===== src/rtl/hsstl_pipe_pkg.sv =====
// Shared PIPE RX definitions: symbol codes, rxstatus encodings,
// symbol-lock FSM encoding, counter widths and the status-merge helper.
package hsstl_pipe_pkg;

  localparam logic [7:0] K28_5 = 8'hBC;  // COM
  localparam logic [7:0] K28_0 = 8'h1C;  // SKP
  localparam logic [7:0] K30_7 = 8'hFE;  // EDB

  localparam logic [2:0] RXSTAT_OK      = 3'b000;
  localparam logic [2:0] RXSTAT_DEC_ERR = 3'b100;
  localparam logic [2:0] RXSTAT_OVF     = 3'b101;
  localparam logic [2:0] RXSTAT_UNF     = 3'b110;
  localparam logic [2:0] RXSTAT_DISP    = 3'b111;

  typedef enum logic [1:0] {
    ST_UNLOCKED = 2'd0,
    ST_CHECK    = 2'd1,
    ST_LOCKED   = 2'd2
  } lock_state_e;

  // Wide enough for the default thresholds (4 COMs, 4 errors, 16-word window).
  localparam int COM_CNT_W  = 3;
  localparam int ERR_CNT_W  = 3;
  localparam int GOOD_CNT_W = 5;

  // One pclk worth of receive data as it arrives from upstream.
  typedef struct packed {
    logic [2:0]  status;
    logic [3:0]  datak;
    logic [31:0] data;
  } rx_word_t;

  // A rotated word straddles two input words; report the worst condition
  // of either, ranked decode > overflow > underflow > disparity.
  function automatic logic [2:0] merge_status(input logic [2:0] prev_s,
                                              input logic [2:0] cur_s);
    if (prev_s == RXSTAT_DEC_ERR || cur_s == RXSTAT_DEC_ERR) return RXSTAT_DEC_ERR;
    if (prev_s == RXSTAT_OVF     || cur_s == RXSTAT_OVF)     return RXSTAT_OVF;
    if (prev_s == RXSTAT_UNF     || cur_s == RXSTAT_UNF)     return RXSTAT_UNF;
    if (prev_s == RXSTAT_DISP    || cur_s == RXSTAT_DISP)    return RXSTAT_DISP;
    return prev_s;
  endfunction

endpackage


===== src/rtl/hsstl_rx_byte_rotate.sv =====
// Combinational byte/K selector: picks four consecutive bytes starting at
// byte 'ofs' out of a 64-bit window (bytes 0-3 older word, 4-7 newer word).
module hsstl_rx_byte_rotate (
  input  logic [63:0] win_data,
  input  logic [7:0]  win_datak,
  input  logic [1:0]  ofs,
  output logic [31:0] rot_data,
  output logic [3:0]  rot_datak
);

  // 4:1 mux selecting the aligned byte group and its K flags.
  always_comb begin
    // NOTE: every output gets a default before the case so no path leaves it unassigned (no latch).
    rot_data  = win_data[31:0];
    rot_datak = win_datak[3:0];
    case (ofs)
      2'd1: begin
        rot_data  = win_data[39:8];
        rot_datak = win_datak[4:1];
      end
      2'd2: begin
        rot_data  = win_data[47:16];
        rot_datak = win_datak[5:2];
      end
      2'd3: begin
        rot_data  = win_data[55:24];
        rot_datak = win_datak[6:3];
      end
      default: ;
    endcase
  end

endmodule


===== src/rtl/hsstl_phy_mac_rx_sym_align.sv =====
// PIPE RX symbol aligner: locates COM within the 4-symbol word, rotates the
// stream so COM sits on lane0, and runs the symbol-lock FSM that gates
// pipe_rxvalid. Data and status flow in every state; only rxvalid is gated.
module hsstl_phy_mac_rx_sym_align
  import hsstl_pipe_pkg::*;
#(
  parameter int LOCK_COM_CNT   = 4,
  parameter int UNLOCK_ERR_CNT = 4,
  parameter int GOOD_WIN       = 16
) (
  input  logic        pclk,
  input  logic        rst_n,
  input  logic [31:0] rx_data,
  input  logic [3:0]  rx_datak,
  input  logic [2:0]  rx_status,
  input  logic        rx_elec_idle,
  output logic [31:0] pipe_rxdata,
  output logic [3:0]  pipe_rxdatak,
  output logic [2:0]  pipe_rxstatus,
  output logic        pipe_rxvalid,
  output logic        sym_lock,
  output logic [1:0]  align_ofs
);

  localparam logic [COM_CNT_W-1:0]  LOCK_CNT_C   = COM_CNT_W'(LOCK_COM_CNT);
  localparam logic [ERR_CNT_W-1:0]  UNLOCK_CNT_C = ERR_CNT_W'(UNLOCK_ERR_CNT);
  localparam logic [GOOD_CNT_W-1:0] GOOD_LAST_C  = GOOD_CNT_W'(GOOD_WIN - 1);

  rx_word_t               cur, prev_q;
  lock_state_e            state_q, state_d;
  logic [1:0]             align_ofs_q, align_ofs_d;
  logic [COM_CNT_W-1:0]   com_cnt_q, com_cnt_d;
  logic [ERR_CNT_W-1:0]   err_cnt_q, err_cnt_d;
  logic [GOOD_CNT_W-1:0]  good_cnt_q, good_cnt_d;
  logic [31:0]            rxdata_q, rot_data;
  logic [3:0]             rxdatak_q, rot_datak;
  logic [2:0]             rxstatus_q, rxstatus_d;
  logic                   rxvalid_q;

  logic                   com_hit;
  logic [1:0]             com_lane;
  logic                   err_word;
  logic                   bad_word;

  assign cur = {rx_status, rx_datak, rx_data};

  // Lowest lane of the held word carrying a K28.5; scanning downward lets the lowest hit win.
  always_comb begin
    com_hit  = 1'b0;
    com_lane = 2'd0;
    for (int i = 3; i >= 0; i--) begin
      if (prev_q.datak[i] && prev_q.data[8*i +: 8] == K28_5) begin
        com_hit  = 1'b1;
        com_lane = 2'(i);
      end
    end
  end

  assign err_word = (prev_q.status == RXSTAT_DEC_ERR) || (prev_q.status == RXSTAT_DISP);
  assign bad_word = err_word || (com_hit && com_lane != align_ofs_q);

  // Symbol-lock next-state and counter logic, judged on the held word.
  always_comb begin
    state_d     = state_q;
    align_ofs_d = align_ofs_q;
    com_cnt_d   = com_cnt_q;
    err_cnt_d   = err_cnt_q;
    good_cnt_d  = good_cnt_q;
    if (rx_elec_idle) begin
      state_d    = ST_UNLOCKED;
      com_cnt_d  = '0;
      err_cnt_d  = '0;
      good_cnt_d = '0;
    end else begin
      case (state_q)
        ST_UNLOCKED: begin
          if (com_hit) begin
            state_d     = ST_CHECK;
            align_ofs_d = com_lane;
            com_cnt_d   = COM_CNT_W'(1);
          end
        end
        ST_CHECK: begin
          if (err_word) begin
            state_d   = ST_UNLOCKED;
            com_cnt_d = '0;
          end else if (com_hit && com_lane != align_ofs_q) begin
            // COM moved: restart the count at the new position.
            align_ofs_d = com_lane;
            com_cnt_d   = COM_CNT_W'(1);
          end else if (com_hit) begin
            com_cnt_d = com_cnt_q + COM_CNT_W'(1);
            if (com_cnt_d == LOCK_CNT_C) begin
              state_d    = ST_LOCKED;
              err_cnt_d  = '0;
              good_cnt_d = '0;
            end
          end
        end
        ST_LOCKED: begin
          if (bad_word) begin
            good_cnt_d = '0;
            if (err_cnt_q != UNLOCK_CNT_C) err_cnt_d = err_cnt_q + ERR_CNT_W'(1);
            if (err_cnt_d == UNLOCK_CNT_C) begin
              state_d    = ST_UNLOCKED;
              com_cnt_d  = '0;
              err_cnt_d  = '0;
              good_cnt_d = '0;
            end
          end else if (good_cnt_q == GOOD_LAST_C) begin
            // A full clean window forgives one earlier error.
            good_cnt_d = '0;
            if (err_cnt_q != '0) err_cnt_d = err_cnt_q - ERR_CNT_W'(1);
          end else begin
            good_cnt_d = good_cnt_q + GOOD_CNT_W'(1);
          end
        end
        default: state_d = ST_UNLOCKED;
      endcase
    end
  end

  // Rotation follows the offset being written this edge, so a new
  // alignment is visible in the very word that established it.
  hsstl_rx_byte_rotate u_rotate (
    .win_data  ({cur.data, prev_q.data}),
    .win_datak ({cur.datak, prev_q.datak}),
    .ofs       (align_ofs_d),
    .rot_data  (rot_data),
    .rot_datak (rot_datak)
  );

  // Status for the output word: straight through when aligned, merged when straddling.
  always_comb begin
    rxstatus_d = prev_q.status;
    if (align_ofs_d != 2'd0) rxstatus_d = merge_status(prev_q.status, cur.status);
  end

  // All state and output registers; the held word is cleared too so nothing stale leaks out after reset.
  always_ff @(posedge pclk or negedge rst_n) begin
    if (!rst_n) begin
      prev_q      <= '0;
      state_q     <= ST_UNLOCKED;
      align_ofs_q <= 2'd0;
      com_cnt_q   <= '0;
      err_cnt_q   <= '0;
      good_cnt_q  <= '0;
      rxdata_q    <= '0;
      rxdatak_q   <= '0;
      rxstatus_q  <= '0;
      rxvalid_q   <= 1'b0;
    end else begin
      // NOTE: non-blocking assignments make every register sample pre-edge values, matching the hardware.
      prev_q      <= cur;
      state_q     <= state_d;
      align_ofs_q <= align_ofs_d;
      com_cnt_q   <= com_cnt_d;
      err_cnt_q   <= err_cnt_d;
      good_cnt_q  <= good_cnt_d;
      rxdata_q    <= rot_data;
      rxdatak_q   <= rot_datak;
      rxstatus_q  <= rxstatus_d;
      rxvalid_q   <= (state_d == ST_LOCKED);
    end
  end

  assign pipe_rxdata   = rxdata_q;
  assign pipe_rxdatak  = rxdatak_q;
  assign pipe_rxstatus = rxstatus_q;
  assign pipe_rxvalid  = rxvalid_q;
  assign sym_lock      = rxvalid_q;
  assign align_ofs     = align_ofs_q;

endmodule

===== config.mk =====
export PLATFORM = sky130hd
export DESIGN_NAME = hsstl_phy_mac_rx_sym_align
export DESIGN_NICKNAME = d
export VERILOG_FILES = /design/src/rtl/hsstl_pipe_pkg.sv /design/src/rtl/hsstl_rx_byte_rotate.sv /design/src/rtl/hsstl_phy_mac_rx_sym_align.sv
export SDC_FILE = /design/constraint.sdc
export NUM_CORES = 1
export LEC_CHECK = 0
export ABC_AREA = 0
export CAP_MARGIN = 20
export CELL_PAD_IN_SITES_DETAIL_PLACEMENT = 0
export CELL_PAD_IN_SITES_GLOBAL_PLACEMENT = 1
export CORE_UTILIZATION = 44
export DETAILED_ROUTE_END_ITERATION = 7
export PLACE_DENSITY_LB_ADDON = 0.1
export SYNTH_ARGS = -nofsm -noshare
export SYNTH_HDL_FRONTEND = slang
export SYNTH_SLANG_ARGS = --single-unit
export TNS_END_PERCENT = 100

===== constraint.sdc =====
create_clock -name pclk -period 3.7 [get_ports pclk]
set_input_delay 0.74 -clock pclk [delete_from_list [all_inputs] [get_ports pclk]]
set_output_delay 0.74 -clock pclk [all_outputs]
set_load 0.05 [all_outputs]

Word-level counts from Yosys, hierarchy flattened
Index checks and enable logic that the tools add are counted.
Operators by class
  reductions and logical operators: 19
  mux-type cells: 77
  $add $sub $neg: 4
  equality and inequality tests: 33
Operators by type and width (count)
  $pmux W32 S3: 1
  $mux W3: 29
  $mux W5: 7
  $eq A8 B8 Y1 const B: 4
  $mux W2: 16
  $eq A3 B3 Y1 const B: 10
  $ne A3 B3 Y1 const B: 8
  $mux W1: 18
  $pmux W4 S3: 1
  $pmux W5 S2: 1
  $reduce_and A5 Y1: 2
  $pmux W3 S3: 1
  $eq A2 B2 Y1 const B: 4
  $ne A4 B4 Y1 const B: 2
  $reduce_and A7 Y1: 1
  $add A3 B1 Y3 const B: 2
  $logic_or A1 B1 Y1: 6
  $pmux W2 S3: 1
  $pmux W3 S2: 1
  $reduce_bool A3 Y1: 2
  $add A5 B1 Y5 const B: 1
  $eq A5 B4 Y1 const B: 1
  $logic_and A1 B1 Y1: 5
  $ne A5 B5 Y1 const B: 1
  7 further kinds: 8
Word-level totals
  flip-flop bits (word level): 94
  bits of input ports: 42

Longest topological paths before layout
  depth after elaboration: 28
  mapped depth: 11
  mapped depth without buffers: 10

Cells and area by module
Synthesis repeated with hierarchy kept, for this count alone.
Unflattened totals
  cell total of the unflattened synthesis: 309
  area total of the unflattened synthesis: 4566.9 um^2
Modules (own cells, without submodules)
  hsstl_phy_mac_rx_sym_align: times used 1, cells each 265, area each 3642.2 um^2
  hsstl_rx_byte_rotate: times used 1, cells each 44, area each 924.6 um^2

Worst setup path after synthesis
No wires, ideal clock.
  kind: register to register
  start point: register align_ofs_q[0] (netlist: align_ofs[0])
  end point: register err_cnt_q[0]
  setup time: 0.110 ns
  period minus slack after synthesis: 2.536 ns
  path buffers: 1
  stages on the path, launching flop included: 9
  slack: 1.164 ns
  data required time: 3.590 ns
  arrival: 2.426 ns
  cell sequence: dfrtp_1 -> or4b_1 -> nor3_1 -> a211oi_2 -> a22o_2 -> o21a_1 -> buf_2 -> a21o_1 -> o41ai_1
Between the ends
  longest elaborated chain between the ends: 6
  elaborated cells on any way between the ends: 10
  classes of those cells: eq/ne (4); mux (3); reduce/logical (3)
Ends and longest elaborated chain
  start: declaration: line hsstl_phy_mac_rx_sym_align.sv:31  | logic [1:0] align_ofs_q, align_ofs_d;
  start signal: assignment: line hsstl_phy_mac_rx_sym_align.sv:156  | align_ofs_q <= align_ofs_d;
  $ne A2 B2 Y1 *: line hsstl_phy_mac_rx_sym_align.sv:60, hsstl_phy_mac_rx_sym_align.sv:87
  $logic_and A1 B1 Y1 *: line hsstl_phy_mac_rx_sym_align.sv:60, hsstl_phy_mac_rx_sym_align.sv:87
  $logic_or A1 B1 Y1: line hsstl_phy_mac_rx_sym_align.sv:60  | assign bad_word = err_word || (com_hit && com_lane != align_ofs_q);
  $mux W3: line hsstl_phy_mac_rx_sym_align.sv:101  | if (bad_word) begin
  $pmux W3 S2: line hsstl_phy_mac_rx_sym_align.sv:75  | case (state_q)
  $mux W3: line hsstl_phy_mac_rx_sym_align.sv:69  | if (rx_elec_idle) begin
  end signal: assignment: line hsstl_phy_mac_rx_sym_align.sv:158  | err_cnt_q <= err_cnt_d;
  end: declaration: line hsstl_phy_mac_rx_sym_align.sv:33  | logic [ERR_CNT_W-1:0] err_cnt_q, err_cnt_d;
Mark *: on every way between the ends. The rest lies on a longest branch, timed or not.
A chain may end at the register's enable or synchronous reset.

Worst setup path in the final report
  start point: register prev_q[34] (netlist bit)
  end point: register rxdata_q[3] (netlist: pipe_rxdata[3])
Between the ends
  longest elaborated chain between the ends: 12
  elaborated cells on any way between the ends: 18
  classes of those cells: eq/ne (4); mux (12); reduce/logical (2)
Ends and longest elaborated chain
  start: declaration: line hsstl_phy_mac_rx_sym_align.sv:29  | rx_word_t cur, prev_q;
  start signal: assignment: line hsstl_phy_mac_rx_sym_align.sv:154  | prev_q <= cur;
  $logic_and A1 B1 Y1 *: line hsstl_phy_mac_rx_sym_align.sv:52  | if (prev_q.datak[i] && prev_q.data[8*i +: 8] == K28_5) begin
  $mux W2 (3 in a row): line hsstl_phy_mac_rx_sym_align.sv:52
  $ne A2 B2 Y1: line hsstl_phy_mac_rx_sym_align.sv:87  | end else if (com_hit && com_lane != align_ofs_q) begin
  $logic_and A1 B1 Y1: line hsstl_phy_mac_rx_sym_align.sv:87
  $mux W2: line hsstl_phy_mac_rx_sym_align.sv:87
  $mux W2: line hsstl_phy_mac_rx_sym_align.sv:84  | if (err_word) begin
  $pmux W2 S2 *: line hsstl_phy_mac_rx_sym_align.sv:75
  $mux W2 *: line hsstl_phy_mac_rx_sym_align.sv:69
  $eq A2 B2 Y1 / $eq A2 B1 Y1 (equally long branches): line hsstl_rx_byte_rotate.sv:16  | case (ofs)
  $pmux W32 S3 *: line hsstl_rx_byte_rotate.sv:16
  net rot_data[3]: line hsstl_phy_mac_rx_sym_align.sv:35  | logic [31:0] rxdata_q, rot_data;
  end signal: assignment: line hsstl_phy_mac_rx_sym_align.sv:160  | rxdata_q <= rot_data;
  end: declaration: line hsstl_phy_mac_rx_sym_align.sv:35
The timed path passes the listed nets; every way through them passes the cells marked *.

==> reports/metrics.csv <==
metric;value;unit
status;finished clean;
R2R setup slack;0.66;ns
number of synthesized flops with an enable pin;0;
vias per std cell;5.38;
fmax;0.329;GHz
setup TNS;0;ns
Chip Height;104;um
Avg Inst Size Synth;11.7;um2
Congestion Overflow GR;0;
# rows;36;
Pwr Density;383;mW/mm2
Worst Skew;0.0113;ns
antenna fix cells;0;
P&R area growth vs syn;25.8;%
syn_nets;439;
most frequent cells in the layout;94 x dfrtp_1, 90 x mux2i_1, 83 x clkdlybuf4s50_1, 23 x nand2_1, 17 x o21ai_0;
vias in the first global route;3405;
WL/cell;16.7;um
post-synthesis register bit count;94;
nets@finish;526;
post-route antenna net violation count;0;
first-pass GRT wire length;17.2;mm
Mapped Area;0.00454;mm2
Pre-antenna DRT Iters;6;
worst hold slack;0.416;ns
number of port buffers;84;
sequential fraction of the synthesis area;0.518;
Period minus WS final;3.04;ns
Fin. Hold Viols;0;
Iteration-0 DRC Markers;140;
Max-Cap Viols;0;
worst r2r src;prev_q[34]$_DFF_PN0_;
Ports;85;
Starting Density;0.460;
Final GP Congestion;0.815;
leakage;0.00280;uW
RSZ-0062 raised after global routing;no;
Max Fanout on Critical Path;19;
crit path capture;pipe_rxdata[3]$_DFF_PN0_;
largest net degree at the start of global routing;55;
most common cell after layout, fill and taps aside;dfrtp_1;
post-DP HPWL;7.45;mm
Final WS setup;0.661;ns
total CTS buffers;9;
Total Routing Usage GR;0.202;
die width;104;um
layout cells sized above 1;0.0669;
Worst EP arrival;3.26;ns
R2R cell count;8;
TritonCTS clock tree;yes;
WL final;10.2;mm
HP Class;input pin to asynchronous set/reset pin;
CTS Sinks;94;
WS Path Type;flop to flop;
Critical Path Start Type;flop;
drt drc;0;
final setup vio count;0;
r2r endpoint;pipe_rxdata[3]$_DFF_PN0_;
Slew Limit Fails;0;
Worst-Margin Slew;0.831;ns
pre-CTS WS;0.621;ns
Reg clk slew, reported paths;0.09;ns
worst endpoint required time;3.92;ns
FILL cells;844;
die area;0.0107;mm2
initial antenna violation count;0;
maximum buffer depth of the clock tree;2;
PostCTS Resize Cnt;0;
CTS Root Cell;clkbuf_8;
Hold Buf Count CTS;0;
setup repair bufs after CTS;0;
worst rel slew slack;0.441;
CP endpoint kind;flop;
Core Area;0.00986;mm2
Async SR Flop Fraction;1.00;
VDD IR-drop max;226;uV
Cells after Synth;387;
vias;3288;
top_reg_cell synth;dfrtp_1;
yosys warns;0;
Cell variety after synth;55;
fin crit share;0.821;
CP Launch Point;prev_q[34]$_DFF_PN0_;
Clk Latency, worst-skew pair;0.36;ns
H-Tree Depth;3;
## metal layers
layer	vias up	part of all wire	track usage
met5	-	0	0
met4	0	0.016	0.0725
met3	13	0.029	0.0296
met2	65	0.48	0.331
met1	1610	0.47	0.274
li1	1600	-	-
## report_power, final
part / internal (uW) / switching, uW / total [uW]
clock network: 262 / 353 / 614
logic: 174 / 275 / 449
registers: 1090 / 38.7 / 1130
## through the flow
step                      power (uW)  area, um2  instances   util
after floorplan                 1400       4540        387      -
after global placement          1600       5540        596  0.561
after detailed placement        1600       5540        596  0.561
after CTS                       2220       5710        611  0.579
after global routing            2290       5710        611  0.579
final                           2190       5710        611  0.579
## worst max-delay path, stage by stage, from the launching register on
cell and delay, ns:
dfrtp_1 0.42, nand4b_1 0.19, nor3_1 0.12, nor4_1 0.70, nor4_1 0.18, o211ai_4 0.50, buf_4 0.40, mux2i_1 0.28
mux2i_1 0.11
## cells in the mapped netlist, types with 3 or more instances
cell / instances / area share
a211oi_1: 3 / 0.0050
nor2b_1: 5 / 0.0069
nor4_1: 6 / 0.0083
a21o_1: 3 / 0.0050
a31oi_1: 3 / 0.0041
o211ai_1: 5 / 0.0083
nand3_1: 4 / 0.0044
or3b_1: 3 / 0.0058
nand4_1: 4 / 0.0055
nand4b_1: 5 / 0.0096
ha_1: 10 / 0.028
a21oi_1: 14 / 0.015
inv_1: 16 / 0.013
o21ai_0: 17 / 0.019
buf_2: 8 / 0.0088
o31ai_1: 4 / 0.0066
nand2_1: 23 / 0.019
nor3b_1: 5 / 0.0083
mux2i_1: 90 / 0.20
nor2_1: 12 / 0.0099
nor3_1: 9 / 0.0099
dfrtp_1: 94 / 0.52
o21a_1: 3 / 0.0050
## cell type report
class	instances	area, um2	share of cell area
timing repair buffer	90	896	0.157
clock inverter	4	31.3	0.00548
tap	133	166	0.0292
sequential	94	2350	0.412
multi-input combinational	263	2060	0.361
clock buffer	11	141	0.0248
inverter	16	60.1	0.0105
## flip-flops by register name, indices dropped and copies added, names as in the netlist
name,flops
prev_q,39
pipe_rxdata,32
good_cnt_q,5
pipe_rxdatak,4
com_cnt_q,3
err_cnt_q,3
pipe_rxstatus,3
align_ofs,2
state_q,2
pipe_rxvalid,1
## worst min path at each step
stage,start,to,slack [ns],cells after the start
6_report,rst_n,pipe_rxstatus[2]$_DFF_PN0_,0.42,1
5_1_grt,rst_n,pipe_rxstatus[2]$_DFF_PN0_,0.46,1
4_1_cts,rst_n,pipe_rxstatus[2]$_DFF_PN0_,0.44,1
3_5_place_dp,good_cnt_q[1]$_DFFE_PN0P_,good_cnt_q[1]$_DFFE_PN0P_,0.51,2
3_3_place_gp,good_cnt_q[1]$_DFFE_PN0P_,good_cnt_q[1]$_DFFE_PN0P_,0.49,2
2_1_floorplan,rst_n,align_ofs[0]$_DFF_PN0_,0.44,0
## cells by family (layout without fill, tap and decap cells)
family | count (synthesis) | count (layout) | share of synthesized area
AO/OA/AOI/OAI | 71 | 71 | 0.108
flip-flops | 94 | 94 | 0.518
multiplexers | 90 | 90 | 0.199
XOR/XNOR | 3 | 3 | 0.00579
adder cells (fa/ha/maj) | 10 | 10 | 0.0276
AND/OR/NAND/NOR | 89 | 89 | 0.110
buffers and inverters | 30 | 121 | 0.0320
No activity file was read; power rests on OpenSTA's default activity.
